==> config.mk <==
export PLATFORM = sky130hd
export DESIGN_NAME = gemm_c_drain
export DESIGN_NICKNAME = d
export VERILOG_FILES = /design/src/rtl/gemm_c_drain_pkg.sv /design/src/rtl/gemm_c_drain_c_row_buffer.sv /design/src/rtl/gemm_c_drain.sv
export SDC_FILE = /design/constraint.sdc
export NUM_CORES = 1
export LEC_CHECK = 0
export BUFFER_PORTS_ARGS = -buffer_cell sky130_fd_sc_hd__buf_2
export CAP_MARGIN = 10
export CORE_MARGIN = 2
export CORE_UTILIZATION = 39
export DETAILED_ROUTE_END_ITERATION = 10
export PLACE_DENSITY = 0.76
export REMOVE_ABC_BUFFERS = 1
export SLEW_MARGIN = 40
export SYNTH_ARGS = -nofsm -noshare
export SYNTH_HDL_FRONTEND = slang
export SYNTH_SLANG_ARGS = --single-unit
export TNS_END_PERCENT = 100
==> constraint.sdc <==
create_clock -name clk_i -period 3.71 [get_ports clk_i]
set_input_delay 0.371 -clock clk_i [delete_from_list [all_inputs] [get_ports clk_i]]
set_output_delay 0.371 -clock clk_i [all_outputs]
set_load 0.01 [all_outputs]
==> src/rtl/gemm_c_drain_pkg.sv <==
// gemm_c_drain_pkg: shared C-tile geometry, types and slicing helpers
package gemm_c_drain_pkg;
    localparam int OutDataWidth = 32;
    localparam int meshRow = 4;
    localparam int meshCol = 4;
    localparam int RowW = $clog2(meshRow);
    localparam int ColW = $clog2(meshCol);
    typedef logic [meshRow*meshCol*OutDataWidth-1:0] c_tile_t;
    typedef logic [meshCol*OutDataWidth-1:0] c_row_t;
    typedef enum logic [1:0] {IDLE, RUN, DONE} state_t;
    function automatic c_row_t row_of(c_tile_t t, logic [RowW-1:0] r);
        return t[int'(r)*meshCol*OutDataWidth +: meshCol*OutDataWidth];
    endfunction
    function automatic logic [OutDataWidth-1:0] elem_of(c_row_t row, logic [ColW-1:0] c);
        return row[int'(c)*OutDataWidth +: OutDataWidth];
    endfunction
endpackage

==> src/rtl/gemm_c_drain_c_row_buffer.sv <==
// c_row_buffer: two-slot ping-pong of tile row slices, drained one element per handshake
module c_row_buffer
    import gemm_c_drain_pkg::*;
(
    input  logic                    clk_i,
    input  logic                    rst_ni,
    input  logic                    wr_en_i,
    input  logic [meshCol*OutDataWidth-1:0] wr_row_i,
    input  logic                    wr_row_last_i,
    input  logic                    wr_last_i,
    input  logic                    ready_i,
    output logic [OutDataWidth-1:0] data_o,
    output logic                    valid_o,
    output logic                    row_last_o,
    output logic                    last_o,
    output logic                    slice_done_o
);
    c_row_t          row_q [2];
    logic [1:0]      vld_q, rl_q, l_q;
    logic            wr_ptr_q, rd_ptr_q;
    logic [ColW-1:0] col_q;
    logic            col_end;
    // present the current element of the draining slot; flags only on its final column
    always_comb begin
        col_end      = col_q == ColW'(meshCol - 1);
        valid_o      = vld_q[rd_ptr_q];
        data_o       = elem_of(row_q[rd_ptr_q], col_q);
        row_last_o   = valid_o && col_end && rl_q[rd_ptr_q];
        last_o       = valid_o && col_end && l_q[rd_ptr_q];
        slice_done_o = valid_o && ready_i && col_end;
    end
    // slot fill from the read pipe and drain on handshakes; writes only ever target a free slot
    always_ff @(posedge clk_i or negedge rst_ni) begin
        if (!rst_ni) begin
            row_q[0] <= '0;
            row_q[1] <= '0;
            vld_q    <= '0;
            rl_q     <= '0;
            l_q      <= '0;
            wr_ptr_q <= 1'b0;
            rd_ptr_q <= 1'b0;
            col_q    <= '0;
        end else begin
            if (valid_o && ready_i) col_q <= col_end ? '0 : col_q + ColW'(1);
            if (slice_done_o) begin
                vld_q[rd_ptr_q] <= 1'b0;
                rd_ptr_q        <= ~rd_ptr_q;
            end
            if (wr_en_i) begin
                row_q[wr_ptr_q] <= wr_row_i;
                vld_q[wr_ptr_q] <= 1'b1;
                rl_q[wr_ptr_q]  <= wr_row_last_i;
                l_q[wr_ptr_q]   <= wr_last_i;
                wr_ptr_q        <= ~wr_ptr_q;
            end
        end
    end
endmodule

==> src/rtl/gemm_c_drain.sv <==
// gemm_c_drain: reads packed C tiles back from SRAM and streams the matrix in global row-major order
module gemm_c_drain
    import gemm_c_drain_pkg::*;
#(
    parameter int DataDepth     = 4096,
    parameter int AddrWidth     = $clog2(DataDepth),
    parameter int SizeAddrWidth = 8
) (
    input  logic                                   clk_i,
    input  logic                                   rst_ni,
    input  logic                                   start_i,
    input  logic [SizeAddrWidth-1:0]               M_size_i,
    input  logic [SizeAddrWidth-1:0]               N_size_i,
    output logic [AddrWidth-1:0]                   sram_c_addr_o,
    input  logic [meshRow*meshCol*OutDataWidth-1:0] sram_c_rdata_i,
    output logic [OutDataWidth-1:0]                data_o,
    output logic                                   valid_o,
    input  logic                                   ready_i,
    output logic                                   row_last_o,
    output logic                                   last_o,
    output logic                                   busy_o,
    output logic                                   done_o
);
    state_t                   state_q, state_d;
    logic [SizeAddrWidth-1:0] m_sz_q, n_sz_q, m_sz, n_sz;
    logic [SizeAddrWidth-1:0] m_q, m_d, n_q, n_d;
    logic [RowW-1:0]          r_q, r_d, iss_r_q, rd_r_q;
    logic [AddrWidth-1:0]     base_q, base_d, addr_q, addr_d;
    logic [1:0]               cnt_q, cnt_d;
    logic                     all_iss_q, all_iss_d;
    logic                     iss_q, iss_rl_q, iss_l_q, rd_q, rd_rl_q, rd_l_q;
    logic                     start_ok, issue, n_end, r_end, m_end, wrap, slice_done;
    assign sram_c_addr_o = addr_q;
    c_row_buffer u_buf (
        .clk_i        (clk_i),
        .rst_ni       (rst_ni),
        .wr_en_i      (rd_q),
        .wr_row_i     (row_of(sram_c_rdata_i, rd_r_q)),
        .wr_row_last_i(rd_rl_q),
        .wr_last_i    (rd_l_q),
        .ready_i      (ready_i),
        .data_o       (data_o),
        .valid_o      (valid_o),
        .row_last_o   (row_last_o),
        .last_o       (last_o),
        .slice_done_o (slice_done)
    );
    // traversal counters and read issue; cnt tracks filled slots plus reads still in flight
    always_comb begin
        start_ok  = state_q == IDLE && start_i;
        m_sz      = start_ok ? M_size_i : m_sz_q;
        n_sz      = start_ok ? N_size_i : n_sz_q;
        issue     = start_ok ? (M_size_i != '0 && N_size_i != '0)
                             : (state_q == RUN && !all_iss_q && (cnt_q != 2'd2 || slice_done));
        n_end     = n_q == n_sz - SizeAddrWidth'(1);
        r_end     = r_q == RowW'(meshRow - 1);
        m_end     = m_q == m_sz - SizeAddrWidth'(1);
        wrap      = n_end && r_end;
        n_d       = issue ? (n_end ? '0 : n_q + SizeAddrWidth'(1)) : n_q;
        r_d       = issue && n_end ? (r_end ? '0 : r_q + RowW'(1)) : r_q;
        m_d       = issue && wrap ? (m_end ? '0 : m_q + SizeAddrWidth'(1)) : m_q;
        base_d    = issue && wrap ? (m_end ? '0 : base_q + AddrWidth'(n_sz)) : base_q;
        addr_d    = issue ? base_q + AddrWidth'(n_q) : addr_q;
        all_iss_d = (all_iss_q && !start_ok) || (issue && wrap && m_end);
        cnt_d     = cnt_q + 2'(issue) - 2'(slice_done);
    end
    // datapath registers: counters, address and the two-stage read tag pipe matching SRAM latency
    always_ff @(posedge clk_i or negedge rst_ni) begin
        if (!rst_ni) begin
            m_sz_q    <= '0;
            n_sz_q    <= '0;
            m_q       <= '0;
            n_q       <= '0;
            r_q       <= '0;
            base_q    <= '0;
            addr_q    <= '0;
            cnt_q     <= '0;
            all_iss_q <= 1'b0;
            iss_q     <= 1'b0;
            iss_rl_q  <= 1'b0;
            iss_l_q   <= 1'b0;
            iss_r_q   <= '0;
            rd_q      <= 1'b0;
            rd_rl_q   <= 1'b0;
            rd_l_q    <= 1'b0;
            rd_r_q    <= '0;
        end else begin
            m_sz_q    <= m_sz;
            n_sz_q    <= n_sz;
            m_q       <= m_d;
            n_q       <= n_d;
            r_q       <= r_d;
            base_q    <= base_d;
            addr_q    <= addr_d;
            cnt_q     <= cnt_d;
            all_iss_q <= all_iss_d;
            iss_q     <= issue;
            iss_rl_q  <= n_end;
            iss_l_q   <= wrap && m_end;
            iss_r_q   <= r_q;
            rd_q      <= iss_q;
            rd_rl_q   <= iss_rl_q;
            rd_l_q    <= iss_l_q;
            rd_r_q    <= iss_r_q;
        end
    end
    // state register
    always_ff @(posedge clk_i or negedge rst_ni) begin
        if (!rst_ni) state_q <= IDLE;
        else         state_q <= state_d;
    end
    // next state: empty matrix skips straight to DONE
    always_comb begin
        state_d = state_q;
        unique case (state_q)
            IDLE:    if (start_i) state_d = (M_size_i == '0 || N_size_i == '0) ? DONE : RUN;
            RUN:     if (valid_o && ready_i && last_o) state_d = DONE;
            DONE:    state_d = IDLE;
            default: state_d = IDLE;
        endcase
    end
    // status outputs
    always_comb begin
        busy_o = state_q == RUN;
        done_o = state_q == DONE;
    end
endmodule

# [After elaboration in Yosys (flattened, before gate mapping)]
# Index checks and enable logic that the tools add are counted.
[totals] regBits=339 output_inout_bits=49 word_cells=123
[classes] eq_ne=9 bitwise=7 addsub=10 muxes=32 n_shift=2 magnitude_cmp=7 reduce_logical=30
[op_table] cell="$mux 128" n=4
[op_table] cell="$shiftx 512x10->128" n=1
[op_table] cell="$bwmux 256" n=1
[op_table] cell="$demux 128 s1" n=1
[op_table] cell="$shiftx 128x8->32" n=1
[op_table] cell="$mux 8" n=4
[op_table] cell="$add 12x8->12" n=2
[op_table] cell="$logic_and 1x1->1" n=19
[op_table] cell="$add 8x1->8 const B" n=2
[op_table] cell="$eq 8x8->1" n=2
[op_table] cell="$logic_not 8->1" n=2
[op_table] cell="$reduce_bool 8->1" n=2
[op_table] cell="$sub 8x1->8 const B" n=2
[op_table] cell="$mux 2" n=7
[op_table] cell="$mux 12" n=1
[op_table] cell="$mux 1" n=9
[op_table] cell="$eq 2x2->1 const B" n=3
[op_table] cell="$add 2x1->2 const B" n=2
[op_table] cell="$bwmux 2" n=2
[op_table] cell="$ge 2x2->1 const B" n=2
[op_table] cell="$lt 1x2->1 const B" n=2
[op_table] cell="$ne 2x2->1 const B" n=2
[op_table] cell="$not 1->2" n=2
[op_table] cell="$pmux 2 s2" n=1
[op_table] cell="15 further kinds" n=21

# [Logic depth before layout (Yosys ltp)]
# Gate-level depths: netlist of run 1.
[depth] depth_word=10 ltp_mapped=16

# [Hierarchy]
# From an unflattened synthesis of run 1, not the netlist that was laid out.
[hier_totals] hier_cells=1318 area_unflattened_um2=19560.0
[modules_own_cells] mod="c_row_buffer" area_each_um2=12066.6 cells_each=693 n_inst=1
[modules_own_cells] mod="gemm_c_drain" area_each_um2=7493.4 cells_each=625 n_inst=1

# [Least setup slack after synthesis of run 1]
# Ideal clock, no wire load.
[synth_timing] path_kind="register to register" startpoint="register state_q[0]" endpoint="register m_q[2]" n_path_buf=5 t_arrival_ps=3614 path_slack_ps=17 synth_period_minus_slack_ps=3693 path_stages_with_launch=16 required_ps=3631 path_cell_list="dfrtp_1 or3b_1 buf_6 buf_2 buf_1 mux2i_1 ha_1 nor3b_1 mux2i_1 a22o_1 o311a_1 nand2_1 clkbuf_1 buf_1 nand4_1 mux2i_1"
[synth_between] elab_chain_len=7
[synth_rtl] element="from (decl)" line_no="gemm_c_drain.sv:24" source="state_t state_q, state_d;"
[synth_rtl] element="from (signal assigned)" line_no="gemm_c_drain.sv:110" source="else state_q <= state_d;"
[synth_rtl] element="$logic_not 2->1" line_no="gemm_c_drain.sv:50" source="start_ok = state_q == IDLE && start_i;"
[synth_rtl] element="$logic_and 1x1->1" line_no="gemm_c_drain.sv:50"
[synth_rtl] element="$mux 8" line_no="gemm_c_drain.sv:52" source="n_sz = start_ok ? N_size_i : n_sz_q;"
[synth_rtl] element="$sub 8x1->8" line_no="gemm_c_drain.sv:55" source="n_end = n_q == n_sz - SizeAddrWidth'(1);"
[synth_rtl] element="$eq 8x8->1" line_no="gemm_c_drain.sv:55"
[synth_rtl] element="$logic_and 1x1->1" line_no="gemm_c_drain.sv:58" source="wrap = n_end && r_end;"
[synth_rtl] element="$logic_and 1x1->1" line_no="gemm_c_drain.sv:61" source="m_d = issue && wrap ? (m_end ? '0 : m_q + SizeAddrWidth'(1)) : m_q;"
[synth_rtl] element="to (signal assigned)" line_no="gemm_c_drain.sv:90" source="m_q <= m_d;"
[synth_rtl] element="to (decl)" line_no="gemm_c_drain.sv:26" source="logic [SizeAddrWidth-1:0] m_q, m_d, n_q, n_d;"
# Several ways; a longest one is shown, not always the timed one.
# A chain may end at the register's enable or synchronous reset.

# [Worst setup path in the final report of run 1]
[layout_timing] startpoint="register state_q[0]" endpoint="register base_q[11]"
[layout_between] elab_chain_len=7
[layout_rtl] element="$logic_not 2->1" line_no="gemm_c_drain.sv:50"
[layout_rtl] element="$logic_and 1x1->1" line_no="gemm_c_drain.sv:50"
[layout_rtl] element="$mux 8" line_no="gemm_c_drain.sv:52"
[layout_rtl] element="$sub 8x1->8" line_no="gemm_c_drain.sv:55"
[layout_rtl] element="$eq 8x8->1" line_no="gemm_c_drain.sv:55"
[layout_rtl] element="$logic_and 1x1->1" line_no="gemm_c_drain.sv:58"
[layout_rtl] element="$logic_and 1x1->1" line_no="gemm_c_drain.sv:62" source="base_d = issue && wrap ? (m_end ? '0 : base_q + AddrWidth'(n_sz)) : base_q;"
[layout_rtl] element="to (signal assigned)" line_no="gemm_c_drain.sv:93" source="base_q <= base_d;"
[layout_rtl] element="to (decl)" line_no="gemm_c_drain.sv:28" source="logic [AddrWidth-1:0] base_q, base_d, addr_q, addr_d;"
# Several ways; a longest one is shown, not always the timed one.

==> flow_results.xml, run 1 <==
<?xml version="1.0" encoding="UTF-8"?>
<metrics>
  <group name="logic_synthesis">
    <metric name="syn_area_per_cell" unit="sq um">14.5</metric>
    <metric name="yosys_register_bits" unit="">339</metric>
    <metric name="syn-cell-area" unit="sq um">19000</metric>
    <metric name="yosysWarnings" unit="">0</metric>
    <metric name="synth.lib_cells_used.distinct" unit="">56</metric>
    <metric name="netlist_instances" unit="">1309</metric>
    <metric name="synth-async-reset-ratio" unit="">1.00</metric>
    <metric name="ys_dominant_reg_cell" unit="">sky130_fd_sc_hd__dfrtp_1</metric>
    <metric name="synth_enable_flop_cells" unit="">0</metric>
    <metric name="synth_largest_area_cell" unit="">sky130_fd_sc_hd__dfrtp_1</metric>
    <metric name="synth_area_leaders" unit="">sky130_fd_sc_hd__dfrtp_1, sky130_fd_sc_hd__mux4_2, sky130_fd_sc_hd__mux2_2</metric>
    <metric name="seq_area_frac_synth" unit="">0.446</metric>
    <metric name="synth_largest_type_area_fraction" unit="">0.446</metric>
  </group>
  <group name="routing">
    <metric name="antenna_left" unit="">0</metric>
    <metric name="drc" unit="">0</metric>
    <metric name="routed_wire_length_per_instance" unit="um">22.1</metric>
    <metric name="vias_per_cell" unit="">5.63</metric>
    <metric name="firstDrtPassIters" unit="">7</metric>
    <metric name="totalWireLength" unit="mm">56.0</metric>
    <metric name="drt_iter0_markers" unit="">999</metric>
    <metric name="via_count" unit="">14300</metric>
  </group>
  <group name="sta">
    <metric name="timing.final.crit_share" unit="">0.921</metric>
    <metric name="slew_violations" unit="">0</metric>
    <metric name="setup-violations-final" unit="">0</metric>
    <metric name="achievable-frequency" unit="MHz">293</metric>
    <metric name="finClkSkew" unit="ns">0.0169</metric>
    <metric name="final_hold_viol_count" unit="">0</metric>
    <metric name="timing.final.ws_setup" unit="ns">0.291</metric>
    <metric name="rsz0062_at_grt" unit="">false</metric>
    <metric name="final_period_minus_worst_setup_slack" unit="ns">3.42</metric>
    <metric name="relative_max_transition_margin" unit="">0.473</metric>
    <metric name="worstMarginPinSlew" unit="ns">0.790</metric>
  </group>
  <group name="global_route">
    <metric name="antenna_violations_before_repair" unit="">18</metric>
    <metric name="grt_overflow" unit="">0</metric>
    <metric name="grt_start_max_net_pins" unit="">107</metric>
    <metric name="grt_pass1_wl" unit="mm">84.3</metric>
    <metric name="global_route.usage.total" unit="">0.217</metric>
    <metric name="first_global_vias" unit="">14800</metric>
  </group>
  <group name="power_and_ir_drop">
    <metric name="power.sequential.fraction" unit="">0.339</metric>
    <metric name="share_comb_of_total_power" unit="">0.446</metric>
    <metric name="clkPwrFrac" unit="">0.216</metric>
    <metric name="worst_ir_drop_vdd" unit="uV">463</metric>
    <metric name="design_power_total" unit="mW">18.4</metric>
    <metric name="switching_share" unit="">0.324</metric>
    <metric name="p_switching" unit="mW">5.97</metric>
    <metric name="leakage" unit="nW">10.5</metric>
    <metric name="power.density_cell_area" unit="nW/um^2">761</metric>
    <metric name="power_report.internal_total" unit="mW">12.5</metric>
  </group>
  <group name="clock_network">
    <metric name="cts_tree" unit="">built</metric>
    <metric name="cts.htree.levels" unit="">2</metric>
    <metric name="post_cts_repair_timing_setup_buffer_count" unit="">0</metric>
    <metric name="cts_max_path_buffers" unit="">3</metric>
    <metric name="cts_num_sinks" unit="">339</metric>
    <metric name="clkSlewWorstSetupHoldPaths" unit="ns">0.05</metric>
    <metric name="worst_skew_late_latency" unit="ns">0.54</metric>
    <metric name="cts-root-buf" unit="">sky130_fd_sc_hd__clkbuf_16</metric>
    <metric name="cts_made_buffers" unit="">39</metric>
  </group>
  <group name="floorplan">
    <metric name="start_util" unit="">0.397</metric>
    <metric name="die-width" unit="um">225</metric>
    <metric name="floorplan.die.height" unit="um">225</metric>
    <metric name="placement_rows" unit="">80</metric>
    <metric name="design.die.area" unit="sq um">50600</metric>
    <metric name="io_pins" unit="">581</metric>
    <metric name="floorplan.core_area" unit="sq um">47900</metric>
  </group>
  <group name="critical_path">
    <metric name="worstReg2RegEnd" unit="">base_q[11]</metric>
    <metric name="reg2reg_setup_slack" unit="ns">0.29</metric>
    <metric name="r2r.worst_path.cells" unit="">12</metric>
    <metric name="worst-path-max-fanout" unit="">21</metric>
    <metric name="r2r_start" unit="">state_q[0]</metric>
    <metric name="required" unit="ns">4.18</metric>
    <metric name="setup.worst_path.class" unit="">flip-flop to flip-flop</metric>
    <metric name="setup.worst_path.start_class" unit="">flip-flop</metric>
    <metric name="worst_endpoint_data_arrival_time" unit="ns">3.89</metric>
    <metric name="critical_path.endpoint_type" unit="">flip-flop</metric>
  </group>
  <group name="placed_design">
    <metric name="dp_worst_setup_slack" unit="ns">0.212</metric>
    <metric name="globalplace.congestion" unit="">0.882</metric>
    <metric name="port-buffer-count" unit="">580</metric>
    <metric name="dp_hpwl" unit="mm">41.4</metric>
    <metric name="place_inst" unit="">2447</metric>
  </group>
  <group name="hold_path">
    <metric name="min_path_type" unit="">input port to flip-flop</metric>
    <metric name="worstHoldStart" unit="">N_size_i[5]</metric>
    <metric name="worstHoldEndpoint" unit="">n_sz_q[5]</metric>
    <metric name="whs_path_depth" unit="">3</metric>
  </group>
  <group name="final_layout">
    <metric name="utilization" unit="">0.505</metric>
    <metric name="final_nets" unit="">2434</metric>
    <metric name="layout.cells.most_common" unit="">sky130_fd_sc_hd__buf_2</metric>
    <metric name="area.sequential" unit="sq um">8500</metric>
    <metric name="layout-drive-gt1-share" unit="">0.624</metric>
    <metric name="highest_count_cells_in_the_layout_ignoring_fill_and_taps" unit="">sky130_fd_sc_hd__buf_2, sky130_fd_sc_hd__dfrtp_1, sky130_fd_sc_hd__mux2_2</metric>
    <metric name="final_cell_count_no_fill" unit="">2530</metric>
    <metric name="syn_to_final_growth" unit="%">27.2</metric>
    <metric name="layout.filler_cells" unit="">4094</metric>
    <metric name="multi_input_comb_area" unit="sq um">10100</metric>
  </group>
  <group name="outcome">
    <metric name="result_of_the_run" unit="">finished clean</metric>
  </group>
  <group name="job">
    <metric name="drv.max_cap_violation_count" unit="">0</metric>
  </group>
</metrics>
registers in the layout, indices dropped and copies added, names as in the netlist, 2 cells and up:
signal / flops
r_q: 2
m_sz_q: 8
rd_r_q: 2
m_q: 8
n_q: 8
n_sz_q: 8
u_buf.vld_q: 2
state_q: 2
u_buf.rl_q: 2
sram_c_addr_o: 12
u_buf.row_q: 256
iss_r_q: 2
u_buf.l_q: 2
base_q: 12
u_buf.col_q: 2
cnt_q: 2
cell families (layout without fill, tap and decap cells):
family / after synthesis / after routing / synth area share
compound gates: 113 / 113 / 0.0367
xor+xnor: 37 / 37 / 0.0170
fa+ha+maj: 26 / 26 / 0.0179
buf+inv: 118 / 713 / 0.0241
flops: 339 / 339 / 0.446
mux: 508 / 508 / 0.414
other cells: 0 / 11 / 0
simple gates: 168 / 168 / 0.0441
final cells by class:
class / instances / share of cell area
multi-input combinational: 852 / 0.418
sequential: 339 / 0.351
timing repair buffer: 616 / 0.138
clock buffer: 55 / 0.0487
tap: 615 / 0.0318
clock inverter: 14 / 0.00672
inverter: 28 / 0.00434
antenna: 11 / 0.00114
through the flow:
stage                     area (sq um)  TNS (ns)  hold slack, ns
after floorplan                  18700   -791.89          0.0754
after global placement           22800         0           0.333
after detailed placement         22800         0           0.335
after CTS                        24100         0          0.0890
after global routing             24200         0           0.117
final                            24200         0           0.138
cell usage after synthesis, types with 4 or more instances:
library cell               instances
sky130_fd_sc_hd__or4_1             7
sky130_fd_sc_hd__mux4_2          193
sky130_fd_sc_hd__nor3b_1           5
sky130_fd_sc_hd__xnor2_1          29
sky130_fd_sc_hd__nor2b_1          10
sky130_fd_sc_hd__or3_1             7
sky130_fd_sc_hd__xor2_1            8
sky130_fd_sc_hd__ha_1             24
sky130_fd_sc_hd__dfrtp_1         339
sky130_fd_sc_hd__mux2i_1          11
sky130_fd_sc_hd__clkbuf_1         53
sky130_fd_sc_hd__a22o_1            5
sky130_fd_sc_hd__a21o_1            6
sky130_fd_sc_hd__a21oi_1          27
sky130_fd_sc_hd__buf_1            34
sky130_fd_sc_hd__and3_1            5
sky130_fd_sc_hd__a31oi_1           4
sky130_fd_sc_hd__o21a_1            5
sky130_fd_sc_hd__nand4_1           5
sky130_fd_sc_hd__nor3_1           16
sky130_fd_sc_hd__mux2_2          302
sky130_fd_sc_hd__inv_1            28
sky130_fd_sc_hd__nand2_1          49
sky130_fd_sc_hd__o211ai_1          7
sky130_fd_sc_hd__o21ai_0          37
sky130_fd_sc_hd__o22ai_1           4
sky130_fd_sc_hd__nand3_1          10
sky130_fd_sc_hd__nor2_1           38
what timing repair did:
item,4_1_cts,5_1_grt
resized for setup,0,2
hold buffers,1,0
endpoints found under the hold margin,102,0
endpoints found under the setup margin,0,4
power by group through the flow:
| stage | clock (mW) | sequential (mW) | combinational (mW) |
|---|---|---|---|
| 2_1_floorplan | 0 | 6.36 | 5.81 |
| 3_3_place_gp | 0 | 6.14 | 8.02 |
| 3_5_place_dp | 0 | 6.27 | 8.24 |
| 4_1_cts | 4.09 | 6.22 | 8.29 |
| 5_1_grt | 4.25 | 6.43 | 8.80 |
| 6_report | 3.97 | 6.24 | 8.21 |
critical path: stages (launching register included):
cell	delay [ns]
sky130_fd_sc_hd__dfrtp_1	0.43
sky130_fd_sc_hd__or3b_4	0.46
sky130_fd_sc_hd__buf_4	0.18
sky130_fd_sc_hd__mux2i_1	0.21
sky130_fd_sc_hd__ha_1	0.25
sky130_fd_sc_hd__nor3b_1	0.20
sky130_fd_sc_hd__mux2i_1	0.15
sky130_fd_sc_hd__a22o_1	0.28
sky130_fd_sc_hd__o311a_1	0.38
sky130_fd_sc_hd__nand2_1	0.13
sky130_fd_sc_hd__buf_12	0.16
sky130_fd_sc_hd__or4b_1	0.43
sky130_fd_sc_hd__o21ai_1	0.08
routing by layer:
metal  track usage  part of all wire  routed length [um]
met4        0.0718             0.025                1400
met1         0.277              0.40               22500
met3        0.0476             0.068                3840
met5             0           0.00095                  53
met2         0.368              0.50               28300
worst max-delay path by stage:
stage	startpoint	endpoint	slack, ns	cells past startpoint
2_1_floorplan	u_buf.wr_ptr_q	u_buf.l_q[0]	-3.32	2
3_3_place_gp	start_i	base_q[10]	0.28	14
3_5_place_dp	start_i	base_q[9]	0.21	13
4_1_cts	state_q[0]	base_q[11]	0.23	12
5_1_grt	state_q[0]	base_q[9]	0.03	12
6_report	state_q[0]	base_q[11]	0.29	12
(Power assumes the default switching activity.)
==> run 2: changes to the inputs <==
--- a/config.mk
+++ b/config.mk
@@ -7,10 +7,11 @@
 export LEC_CHECK = 0
 export BUFFER_PORTS_ARGS = -buffer_cell sky130_fd_sc_hd__buf_2
 export CAP_MARGIN = 10
+export CORE_ASPECT_RATIO = 0.7
 export CORE_MARGIN = 2
 export CORE_UTILIZATION = 39
 export DETAILED_ROUTE_END_ITERATION = 10
-export PLACE_DENSITY = 0.76
+export PLACE_DENSITY = 0.66
 export REMOVE_ABC_BUFFERS = 1
 export SLEW_MARGIN = 40
 export SYNTH_ARGS = -nofsm -noshare
==> run 2 against run 1 <==
Against the previous run:
- utilization is 0.18 points lower
- maximum frequency is 2.7% lower
- critical path type unchanged
- clock power is 7.6% lower
- largest power group unchanged
==> flow_results.xml, run 2 (synthesis results as in run 1) <==
<?xml version="1.0" encoding="UTF-8"?>
<metrics>
  <group name="outcome">
    <metric name="result_of_the_run" unit="">finished clean</metric>
  </group>
  <group name="floorplan">
    <metric name="floorplan.core_area" unit="sq um">48000</metric>
    <metric name="placement_rows" unit="">67</metric>
    <metric name="io_pins" unit="">581</metric>
    <metric name="die-width" unit="um">268</metric>
    <metric name="floorplan.die.height" unit="um">189</metric>
    <metric name="design.die.area" unit="sq um">50600</metric>
    <metric name="start_util" unit="">0.396</metric>
  </group>
  <group name="hold_path">
    <metric name="worstHoldEndpoint" unit="">n_sz_q[5]</metric>
    <metric name="worstHoldStart" unit="">N_size_i[5]</metric>
    <metric name="whs_path_depth" unit="">3</metric>
    <metric name="min_path_type" unit="">input port to flip-flop</metric>
  </group>
  <group name="critical_path">
    <metric name="worst_endpoint_data_arrival_time" unit="ns">3.98</metric>
    <metric name="reg2reg_setup_slack" unit="ns">0.20</metric>
    <metric name="setup.worst_path.start_class" unit="">flip-flop</metric>
    <metric name="r2r_start" unit="">state_q[0]</metric>
    <metric name="required" unit="ns">4.18</metric>
    <metric name="r2r.worst_path.cells" unit="">12</metric>
    <metric name="worst-path-max-fanout" unit="">16</metric>
    <metric name="worstReg2RegEnd" unit="">base_q[9]</metric>
    <metric name="critical_path.endpoint_type" unit="">flip-flop</metric>
    <metric name="setup.worst_path.class" unit="">flip-flop to flip-flop</metric>
  </group>
  <group name="final_layout">
    <metric name="largest_reg_flops" unit="">256</metric>
    <metric name="layout.filler_cells" unit="">4187</metric>
    <metric name="layout.cells.most_common" unit="">sky130_fd_sc_hd__buf_2</metric>
    <metric name="area.sequential" unit="sq um">8500</metric>
    <metric name="multi_input_comb_area" unit="sq um">10100</metric>
    <metric name="highest_count_cells_in_the_layout_ignoring_fill_and_taps" unit="">sky130_fd_sc_hd__buf_2, sky130_fd_sc_hd__dfrtp_1, sky130_fd_sc_hd__mux2_2</metric>
    <metric name="layout-drive-gt1-share" unit="">0.623</metric>
    <metric name="utilization" unit="">0.503</metric>
    <metric name="max_flop_register" unit="">u_buf.row_q</metric>
    <metric name="final_nets" unit="">2443</metric>
    <metric name="syn_to_final_growth" unit="%">27.0</metric>
    <metric name="postLayoutCellArea" unit="sq um">24200</metric>
  </group>
  <group name="sta">
    <metric name="slew_violations" unit="">0</metric>
    <metric name="finClkSkew" unit="ns">0.0204</metric>
    <metric name="hold_slack" unit="ns">0.135</metric>
    <metric name="achievable-frequency" unit="MHz">285</metric>
    <metric name="timing.final.crit_share" unit="">0.947</metric>
    <metric name="timing.final.ws_setup" unit="ns">0.196</metric>
    <metric name="final_period_minus_worst_setup_slack" unit="ns">3.51</metric>
    <metric name="worstMarginPinSlew" unit="ns">0.762</metric>
    <metric name="setup-violations-final" unit="">0</metric>
    <metric name="relative_max_transition_margin" unit="">0.492</metric>
    <metric name="rsz0062_at_grt" unit="">false</metric>
    <metric name="final_hold_viol_count" unit="">0</metric>
  </group>
  <group name="routing">
    <metric name="vias_per_cell" unit="">5.44</metric>
    <metric name="antenna_left" unit="">0</metric>
    <metric name="drc" unit="">0</metric>
    <metric name="totalWireLength" unit="mm">56.2</metric>
    <metric name="firstDrtPassIters" unit="">5</metric>
    <metric name="routed_wire_length_per_instance" unit="um">21.9</metric>
    <metric name="via_count" unit="">14000</metric>
    <metric name="drt_iter0_markers" unit="">756</metric>
  </group>
  <group name="global_route">
    <metric name="antenna_violations_before_repair" unit="">5</metric>
    <metric name="global_route.usage.total" unit="">0.222</metric>
    <metric name="first_global_vias" unit="">14800</metric>
    <metric name="grt_pass1_wl" unit="mm">85.4</metric>
    <metric name="grt_overflow" unit="">0</metric>
    <metric name="grt_start_max_net_pins" unit="">85</metric>
  </group>
  <group name="placed_design">
    <metric name="dp_worst_setup_slack" unit="ns">0.132</metric>
    <metric name="dp_hpwl" unit="mm">42.4</metric>
    <metric name="port-buffer-count" unit="">580</metric>
    <metric name="placedInstanceArea" unit="sq um">22900</metric>
    <metric name="globalplace.congestion" unit="">0.942</metric>
  </group>
  <group name="clock_network">
    <metric name="post_cts_repair_timing_setup_buffer_count" unit="">0</metric>
    <metric name="cts-root-buf" unit="">sky130_fd_sc_hd__clkbuf_16</metric>
    <metric name="cts_made_buffers" unit="">37</metric>
    <metric name="cts_tree" unit="">built</metric>
    <metric name="clkSlewWorstSetupHoldPaths" unit="ns">0.06</metric>
    <metric name="cts_max_path_buffers" unit="">3</metric>
    <metric name="cts_num_sinks" unit="">339</metric>
    <metric name="cts.htree.levels" unit="">2</metric>
    <metric name="worst_skew_late_latency" unit="ns">0.55</metric>
  </group>
  <group name="power_and_ir_drop">
    <metric name="leakage" unit="nW">10.5</metric>
    <metric name="worst_ir_drop_vdd" unit="uV">492</metric>
    <metric name="design_power_total" unit="mW">18.3</metric>
    <metric name="power.density_cell_area" unit="nW/um^2">757</metric>
  </group>
  <group name="job">
    <metric name="drv.max_cap_violation_count" unit="">0</metric>
  </group>
</metrics>
[run 2: repair_timing]
item                                    4_1_cts  5_1_grt
hold endpoints to repair                     50        0
endpoints found under the setup margin        0       12
resized for setup                             0        2
hold buffers                                  1        0
[run 2: final cells by class]
class                           count  area share
Antenna cell                        2    0.000207
Clock buffer                       56      0.0459
Clock inverter                     11     0.00419
Inverter                           28     0.00435
Multi-Input combinational cell    852       0.418
Sequential cell                   339       0.352
Tap cell                          655      0.0339
Timing Repair Buffer              627       0.141
[run 2: through the flow]
stage | instances | setup TNS (ns)
after floorplan | 1219 | -791.89
after global placement | 2499 | 0
after detailed placement | 2500 | 0
after CTS | 2568 | 0
after global routing | 2569 | 0
final | 2570 | 0
[run 2: power breakdown]
| group | total (mW) | switching, mW | internal, mW |
|---|---|---|---|
| logic | 8.37 | 3.66 | 4.71 |
| clock network | 3.67 | 1.52 | 2.15 |
| registers | 6.25 | 0.899 | 5.35 |
[run 2: critical path: stages (launching register included)]
cell and delay [ns]:
sky130_fd_sc_hd__dfrtp_1 0.43, sky130_fd_sc_hd__or3b_4 0.47, sky130_fd_sc_hd__buf_4 0.19, sky130_fd_sc_hd__mux2i_1 0.20
sky130_fd_sc_hd__ha_1 0.27, sky130_fd_sc_hd__nor3b_1 0.24, sky130_fd_sc_hd__mux2i_1 0.15, sky130_fd_sc_hd__a22o_1 0.26
sky130_fd_sc_hd__o311a_1 0.38, sky130_fd_sc_hd__nand2_1 0.10, sky130_fd_sc_hd__buf_4 0.20, sky130_fd_sc_hd__or4b_1 0.44
sky130_fd_sc_hd__o21ai_1 0.10
[run 2: worst max-delay path by stage]
| stage | endpoint | depth (start not counted) | startpoint | slack [ns] |
|---|---|---|---|---|
| 3_3_place_gp | base_q[10] | 14 | start_i | 0.22 |
| 4_1_cts | base_q[9] | 12 | state_q[0] | 0.12 |
| 3_5_place_dp | base_q[11] | 13 | start_i | 0.13 |
| 6_report | base_q[9] | 12 | state_q[0] | 0.20 |
| 2_1_floorplan | u_buf.l_q[0] | 2 | u_buf.wr_ptr_q | -3.32 |
| 5_1_grt | base_q[9] | 12 | state_q[0] | 0.005 |
[run 2: metal layers]
layer / vias up / GRT usage / routed length, um
li1: 6202 / - / -
met3: 69 / 0.0493 / 3710
met2: 499 / 0.366 / 26700
met4: 0 / 0.0473 / 908
met1: 7205 / 0.302 / 24900
met5: - / 0 / 0
